**src/rtl/keypad_scan_fifo_if.sv**
```systemverilog
// Event handshake between the keypad scanner (master) and the command decoder (slave).
interface keypad_scan_fifo_if #(
  parameter int unsigned KW = 4
);
  logic          ev_valid;
  logic          ev_ready;
  logic [KW-1:0] ev_code;
  logic          ev_press;

  modport master (
    output ev_valid,
    output ev_code,
    output ev_press,
    input  ev_ready
  );

  modport slave (
    input  ev_valid,
    input  ev_code,
    input  ev_press,
    output ev_ready
  );
endinterface

```
**src/rtl/keypad_scan_fifo.sv**
```systemverilog
// Matrix keypad scanner: rotating active-low rows, per-key debounce and a show-ahead
// press/release event FIFO with valid/ready handshake.
module keypad_scan_fifo #(
  parameter int unsigned ROWS           = 4,
  parameter int unsigned COLS           = 4,
  parameter int unsigned SCAN_DIV       = 1000,
  parameter int unsigned DEBOUNCE_SCANS = 3,
  parameter int unsigned FIFO_DEPTH     = 4,
  localparam int unsigned NK            = ROWS * COLS,
  localparam int unsigned KW            = $clog2(NK),
  localparam int unsigned CW            = $clog2(NK + 1)
) (
  input  logic               clk,
  input  logic               rst,
  output logic [ROWS-1:0]    row_n,
  input  logic [COLS-1:0]    col_n,
  keypad_scan_fifo_if.master ev,
  output logic [CW-1:0]      key_count,
  output logic               overflow
);

  localparam int unsigned DW  = $clog2(SCAN_DIV);
  localparam int unsigned RW  = $clog2(ROWS);
  localparam int unsigned CIW = $clog2(COLS);
  localparam int unsigned PW  = $clog2(FIFO_DEPTH);

  localparam logic [DW-1:0] DivLast = DW'(SCAN_DIV - 1);
  localparam logic [RW-1:0] RowLast = RW'(ROWS - 1);
  localparam logic [3:0]    DebLast = 4'(DEBOUNCE_SCANS);

  typedef struct packed {
    logic [KW-1:0] code;
    logic          press;
  } event_t;

  // Column synchronizer; stage 1 stores the inverted level so 1 = contact.
  logic [COLS-1:0] col_s1_q, col_s2_q;

  logic [DW-1:0]   div_q, div_d;
  logic [RW-1:0]   row_q, row_d;
  logic [ROWS-1:0] row_n_q, row_n_d;
  logic [COLS-1:0] samp_q, samp_d;
  logic [RW-1:0]   samp_row_q, samp_row_d;

  logic [NK-1:0]   stable_q;
  logic [3:0]      cnt_q [NK];

  logic            eval_en;
  logic [CIW-1:0]  eval_col;
  logic [KW-1:0]   eval_key;
  logic            eval_raw;
  logic            eval_stable;
  logic [3:0]      eval_cnt_inc;
  logic [3:0]      eval_cnt_d;
  logic            eval_flip;

  event_t          cand_q, cand_d;
  logic            cand_valid_q, cand_valid_d;
  logic [CW-1:0]   key_count_q, key_count_d;

  event_t          mem_q [FIFO_DEPTH];
  logic [PW:0]     wr_ptr_q, rd_ptr_q;
  logic            fifo_empty, fifo_full;
  logic            push, pop, wr_en;
  logic            overflow_q, overflow_d;

  // Row rotation and sample latch.
  always_comb begin
    div_d      = (div_q == DivLast) ? '0 : div_q + DW'(1);
    row_d      = row_q;
    samp_d     = samp_q;
    samp_row_d = samp_row_q;
    if (div_q == DivLast) begin
      row_d      = (row_q == RowLast) ? '0 : row_q + RW'(1);
      samp_d     = col_s2_q;
      samp_row_d = row_q;
    end
    row_n_d = ~(ROWS'(1) << row_d);
  end

  // Serial evaluation of the latched sample, one column per divider step.
  always_comb begin
    eval_en      = (div_q < DW'(COLS));
    eval_col     = div_q[CIW-1:0];
    eval_key     = KW'(int'(samp_row_q) * COLS + int'(eval_col));
    eval_raw     = samp_q[eval_col];
    eval_stable  = stable_q[eval_key];
    eval_cnt_inc = cnt_q[eval_key] + 4'd1;
    eval_flip    = 1'b0;
    eval_cnt_d   = '0;
    if (eval_raw != eval_stable) begin
      if (eval_cnt_inc == DebLast) begin
        eval_flip = 1'b1;
      end else begin
        eval_cnt_d = eval_cnt_inc;
      end
    end

    cand_valid_d = eval_en && eval_flip;
    cand_d.code  = eval_key;
    cand_d.press = ~eval_stable;

    key_count_d = key_count_q;
    if (eval_en && eval_flip) begin
      key_count_d = eval_stable ? key_count_q - CW'(1) : key_count_q + CW'(1);
    end
  end

  // Event FIFO; a push while full survives only if the head leaves in the same cycle.
  always_comb begin
    fifo_empty = (wr_ptr_q == rd_ptr_q);
    fifo_full  = (wr_ptr_q[PW-1:0] == rd_ptr_q[PW-1:0]) && (wr_ptr_q[PW] != rd_ptr_q[PW]);
    pop        = !fifo_empty && ev.ev_ready;
    push       = cand_valid_q;
    wr_en      = push && (!fifo_full || pop);
    overflow_d = overflow_q || (push && fifo_full && !pop);
  end

  always_ff @(posedge clk) begin
    if (rst) begin
      col_s1_q     <= '0;
      col_s2_q     <= '0;
      div_q        <= '0;
      row_q        <= '0;
      row_n_q      <= '1;
      samp_q       <= '0;
      samp_row_q   <= '0;
      stable_q     <= '0;
      for (int i = 0; i < NK; i++) begin
        cnt_q[i] <= '0;
      end
      cand_q       <= '0;
      cand_valid_q <= 1'b0;
      key_count_q  <= '0;
      wr_ptr_q     <= '0;
      rd_ptr_q     <= '0;
      overflow_q   <= 1'b0;
    end else begin
      col_s1_q     <= ~col_n;
      col_s2_q     <= col_s1_q;
      div_q        <= div_d;
      row_q        <= row_d;
      row_n_q      <= row_n_d;
      samp_q       <= samp_d;
      samp_row_q   <= samp_row_d;
      if (eval_en) begin
        cnt_q[eval_key] <= eval_cnt_d;
        if (eval_flip) begin
          stable_q[eval_key] <= ~eval_stable;
        end
      end
      cand_q       <= cand_d;
      cand_valid_q <= cand_valid_d;
      key_count_q  <= key_count_d;
      if (wr_en) begin
        wr_ptr_q <= wr_ptr_q + (PW+1)'(1);
      end
      if (pop) begin
        rd_ptr_q <= rd_ptr_q + (PW+1)'(1);
      end
      overflow_q   <= overflow_d;
    end
  end

  always_ff @(posedge clk) begin
    if (wr_en) begin
      mem_q[wr_ptr_q[PW-1:0]] <= cand_q;
    end
  end

  assign row_n       = row_n_q;
  assign key_count   = key_count_q;
  assign overflow    = overflow_q;
  assign ev.ev_valid = !fifo_empty;
  assign ev.ev_code  = mem_q[rd_ptr_q[PW-1:0]].code;
  assign ev.ev_press = mem_q[rd_ptr_q[PW-1:0]].press;

endmodule

```
**src/flat_wrapper.sv**
```systemverilog
// flat-port wrapper written by rule: the top's interface ports become plain ports
module keypad_scan_fifo_flat 
#(
  parameter int unsigned ROWS           = 4,
  parameter int unsigned COLS           = 4,
  parameter int unsigned SCAN_DIV       = 1000,
  parameter int unsigned DEBOUNCE_SCANS = 3,
  parameter int unsigned FIFO_DEPTH     = 4,
  localparam int unsigned NK            = ROWS * COLS,
  localparam int unsigned KW            = $clog2(NK),
  localparam int unsigned CW            = $clog2(NK + 1)
)
  (clk, rst, row_n, col_n, key_count, overflow, ev_ev_valid, ev_ev_code, ev_ev_press, ev_ev_ready);
  keypad_scan_fifo_if #(.KW((4))) ev_i ();
  input  logic clk;
  input  logic rst;
  output logic [ROWS-1:0] row_n;
  input  logic [COLS-1:0] col_n;
  output logic [CW-1:0] key_count;
  output logic overflow;
  output wire logic [$bits(ev_i.ev_valid)-1:0] ev_ev_valid;
  output wire logic [$bits(ev_i.ev_code)-1:0] ev_ev_code;
  output wire logic [$bits(ev_i.ev_press)-1:0] ev_ev_press;
  input wire logic [$bits(ev_i.ev_ready)-1:0] ev_ev_ready;
  assign ev_ev_valid = ev_i.ev_valid;
  assign ev_ev_code = ev_i.ev_code;
  assign ev_ev_press = ev_i.ev_press;
  assign ev_i.ev_ready = ev_ev_ready;
  keypad_scan_fifo #(.ROWS(ROWS), .COLS(COLS), .SCAN_DIV(SCAN_DIV), .DEBOUNCE_SCANS(DEBOUNCE_SCANS), .FIFO_DEPTH(FIFO_DEPTH)) u_core (.clk(clk), .rst(rst), .row_n(row_n), .col_n(col_n), .ev(ev_i), .key_count(key_count), .overflow(overflow));
endmodule
```
**config.mk**
```make
export PLATFORM = sky130hd
export DESIGN_NAME = keypad_scan_fifo_flat
export DESIGN_NICKNAME = d
export VERILOG_FILES = /design/src/rtl/keypad_scan_fifo_if.sv /design/src/rtl/keypad_scan_fifo.sv /design/src/flat_wrapper.sv
export SDC_FILE = /design/constraint.sdc
export NUM_CORES = 1
export LEC_CHECK = 0
export CORE_MARGIN = 8
export CORE_UTILIZATION = 60
export CTS_BUF_LIST = sky130_fd_sc_hd__clkbuf_8
export CTS_CLUSTER_DIAMETER = 200
export DETAILED_ROUTE_END_ITERATION = 8
export PLACE_DENSITY = 0.78
export SLEW_MARGIN = 20
export SYNTH_ARGS = -nofsm -noshare
export SYNTH_HDL_FRONTEND = slang
export SYNTH_SLANG_ARGS = --single-unit
export TNS_END_PERCENT = 5
```
**constraint.sdc**
```tcl
create_clock -name clk -period 4.7 [get_ports clk]
set_input_delay 0.94 -clock clk [delete_from_list [all_inputs] [get_ports clk]]
set_output_delay 0.94 -clock clk [all_outputs]
set_load 0.1 [all_outputs]
```
==> results_dict.tcl, run 1 <==
set metrics [dict create \
    leakage_nw 2.64 \
    fin_setup_tns_ns 0 \
    worst_pin_slew_ns 0.978 \
    die_w_um 124 \
    power_frac_clock_pct 37.8 \
    final_antenna_net_count 0 \
    peakVddDrop_uv 238 \
    cts_num_sinks 150 \
    p_int_mw 2.00 \
    core_um2 11500 \
    synth_seq_area_share_pct 54.5 \
    cts-root-buf "clkbuf_8" \
    cts-hold-fix-buffers 0 \
    comb_power_share_pct 7.4 \
    setup_viol 0 \
    dr_total_vias 4508 \
    synth_area_leaders "edfxtp_1 (36%), dfxtp_1 (19%), mux4_2 (8.3%)" \
    grt_pass1_wl_mm 23.2 \
    drive_gt1_share_pct 14.6 \
    dieArea_um2 15500 \
    area_growth_pct 9.00 \
    synth_edf_count 84 \
    yosys_register_bits 150 \
    io_pins 23 \
    synth_fp_nets 616 \
    fin_worst_skew_ns 0.00833 \
    switching_share_pct 23.4 \
    endpoint_kind "flop" \
    worst-setup-path-type "flop to flop" \
    io_buffer_count 22 \
    power.density_nw_per_um2 339 \
    drcViolationCount 0 \
    worstPathRequired_ns 5.07 \
    arrival_ns 4.37 \
    final.min_clock_period_ns 4.00 \
    clk_path_buf_depth 2 \
    initial_core_util_pct 61.5 \
    synth_ff_type "edfxtp_1" \
    netlist_area_um2 7050 \
    dp_hpwl_mm 9.75 \
    grt_use_total_pct 18.5 \
    die-height_um 124 \
    ys_warn_count 0 \
    status "finished clean" \
    total_power_mw 2.61 \
    drv_cap 0 \
    syn_inst 593 \
    drtIter0Drc 352 \
    drt-total-wl_mm 13.9 \
    num_antenna_cells 0 \
    htreeDepth 4 \
    cts_tree "done" \
    maxSlewHeadroom_pct 34.6 \
    dr.pass1.iters 5 \
    cts.clk_slew.worst_paths_ns 0.07 \
    first_global_vias 4656 \
    synth_area_per_cell_um2 11.9 \
    layout_common_cells "edfxtp_1 (84), nor2_1 (81), dfxtp_1 (66)" \
    numCtsBuffers 17 \
    async_flop_share_pct 0 \
    hp-class "flop to flop" \
    layout_commonest_cell "edfxtp_1" \
    synth_cell_types 48 \
    reg2reg_depth 9 \
    rsz0062_at_grt "no" \
    finalCritPeriodShare_pct 85.1 \
    fmax_mhz 250 \
    finalHoldViolCount 0 \
    grt_max_degree 66 \
    synthDominantCellAreaShare_pct 35.8 \
    rows 39 \
    fin_nets 621 \
    power_switching_uw 611 \
    ctsResizeCount 0 \
    worst_hold_path.num_cells 1 \
    synth_area_leader_cell "edfxtp_1" \
    grt_overflow 0 \
    start_kind "flop" \
    gp_congestion 0.873 \
    clock_latency_ns 0.45 \
    pwr-share-seq_pct 54.8 \
    cts_setup_buffers 0 \
    slew_viol_final 0 \
    cp_max_fo 21 \
    wl_per_cell_um 18.4 \
    routed_via_density 5.98 \
    antenna_found_initial 0 \
]
## cells by family (layout without fill, tap and decap cells)
| logic type | after synthesis | after routing | synth area share, % |
|---|---|---|---|
| buffers and inverters | 61 | 79 | 4.03 |
| xor gates and xnor gates | 21 | 21 | 2.61 |
| adders and majority gates | 16 | 16 | 2.95 |
| muxes | 57 | 57 | 12.8 |
| AOI/OAI and AO/OA | 40 | 40 | 5.24 |
| and+or+nand+nor | 248 | 248 | 17.9 |
| DFF | 150 | 150 | 54.5 |
## layer usage
metal	part of all wire, %	vias to the layer above	track usage [%]
li1	-	2156	-
met4	2.4	0	9.57
met2	48	135	29.6
met1	44	2186	22.8
met5	0	-	0
met3	5.6	31	4.68
## per-stage QoR
step | setup slack, ns | instance area, um^2 | instances | hold slack (ns) | util (%)
floorplan | 1.16 | 7050 | 593 | 0.414 | -
global placement | 0.823 | 7290 | 722 | 0.418 | 63.6
detailed placement | 0.708 | 7290 | 722 | 0.435 | 63.6
CTS | 0.690 | 7680 | 754 | 0.452 | 67.0
global route | 0.399 | 7680 | 754 | 0.467 | 67.0
finish | 0.701 | 7680 | 754 | 0.444 | 67.0
## path summary, 6_finish.rpt
path | startpoint | end | slack [ns]
setup reg to reg | u_core.div_q[0]$_SDFF_PP0_ | u_core.stable_q[10]$_SDFFE_PP0P_ | 0.70
hold / removal | u_core.col_s1_q[1]$_SDFF_PP0_ | u_core.col_s2_q[1]$_SDFF_PP0_ | 0.44
setup / recovery | u_core.div_q[0]$_SDFF_PP0_ | u_core.stable_q[10]$_SDFFE_PP0P_ | 0.70
hold reg to reg | u_core.col_s1_q[1]$_SDFF_PP0_ | u_core.col_s2_q[1]$_SDFF_PP0_ | 0.44
## synth_stat cells, types with 9 or more instances
| library cell | number |
|---|---|
| nand3_1 | 10 |
| nor2b_1 | 10 |
| inv_1 | 16 |
| nand2_1 | 40 |
| xnor2_1 | 14 |
| mux4_2 | 26 |
| edfxtp_1 | 84 |
| a211oi_2 | 11 |
| mux2i_1 | 26 |
| nand2b_1 | 39 |
| nor2_1 | 81 |
| clkbuf_1 | 27 |
| nor3_1 | 9 |
| dfxtp_1 | 66 |
| nor4_1 | 32 |
| ha_1 | 15 |
## state kept, by name (all words and copies together) (netlist names), 3 cells and up, named ones only
| name | count |
|---|---|
| u_core.col_s2_q | 4 |
| u_core.wr_ptr_q | 3 |
| u_core.col_s1_q | 4 |
| u_core.rd_ptr_q | 3 |
| u_core.cnt_q | 64 |
| u_core.key_count | 5 |
| u_core.samp_q | 4 |
| u_core.row_n | 4 |
| u_core.div_q | 10 |
| u_core.stable_q | 16 |
| u_core.cand_q | 5 |
| u_core.mem_q | 20 |
## power groups by stage
stage               Clock, mW  Combinational, mW  Sequential, mW
floorplan                   0              0.148            1.45
global placement            0              0.188            1.46
detailed placement          0              0.191            1.46
CTS                      1.01              0.191            1.43
global route             1.06              0.208            1.43
finish                  0.986              0.193            1.43
## critical path, stage by stage, from the launching register on
cell and delay [ns]:
dfxtp_1 0.73, mux4_2 0.61, nand2_1 0.08, and4_1 0.23, inv_2 0.18, ha_1 0.40
or3_1 0.45, nand2b_1 0.56, a211oi_1 0.44, mux2i_1 0.23
## area by class of cell
cell class | count | area (um^2)
flip-flops and latches | 150 | 3840
fillers | 788 | 3780
multi-input cells | 382 | 2930
repair buffers | 30 | 275
clock buffers | 17 | 234
inverters | 17 | 63.8
clock inverters | 15 | 163
well taps | 143 | 179
(Power assumes the default switching activity.)
==> run 2, diff against run 1 <==
--- a/config.mk
+++ b/config.mk
@@ -11,6 +11,7 @@
 export CTS_CLUSTER_DIAMETER = 200
 export DETAILED_ROUTE_END_ITERATION = 8
 export PLACE_DENSITY = 0.78
+export SETUP_SLACK_MARGIN = 0.02
 export SLEW_MARGIN = 20
 export SYNTH_ARGS = -nofsm -noshare
 export SYNTH_HDL_FRONTEND = slang
==> results of run 2 <==
No change in the layout: final DEF, timing and power equal those of run 1.
==> run 3, diff against run 2 <==
--- a/config.mk
+++ b/config.mk
@@ -5,10 +5,11 @@
 export SDC_FILE = /design/constraint.sdc
 export NUM_CORES = 1
 export LEC_CHECK = 0
+export ABC_CLOCK_PERIOD_IN_PS = 4700
 export CORE_MARGIN = 8
 export CORE_UTILIZATION = 60
 export CTS_BUF_LIST = sky130_fd_sc_hd__clkbuf_8
-export CTS_CLUSTER_DIAMETER = 200
+export CTS_CLUSTER_DIAMETER = 40
 export DETAILED_ROUTE_END_ITERATION = 8
 export PLACE_DENSITY = 0.78
 export SETUP_SLACK_MARGIN = 0.02
==> results of run 3 <==
No change in the layout: final DEF, timing and power equal those of run 1.
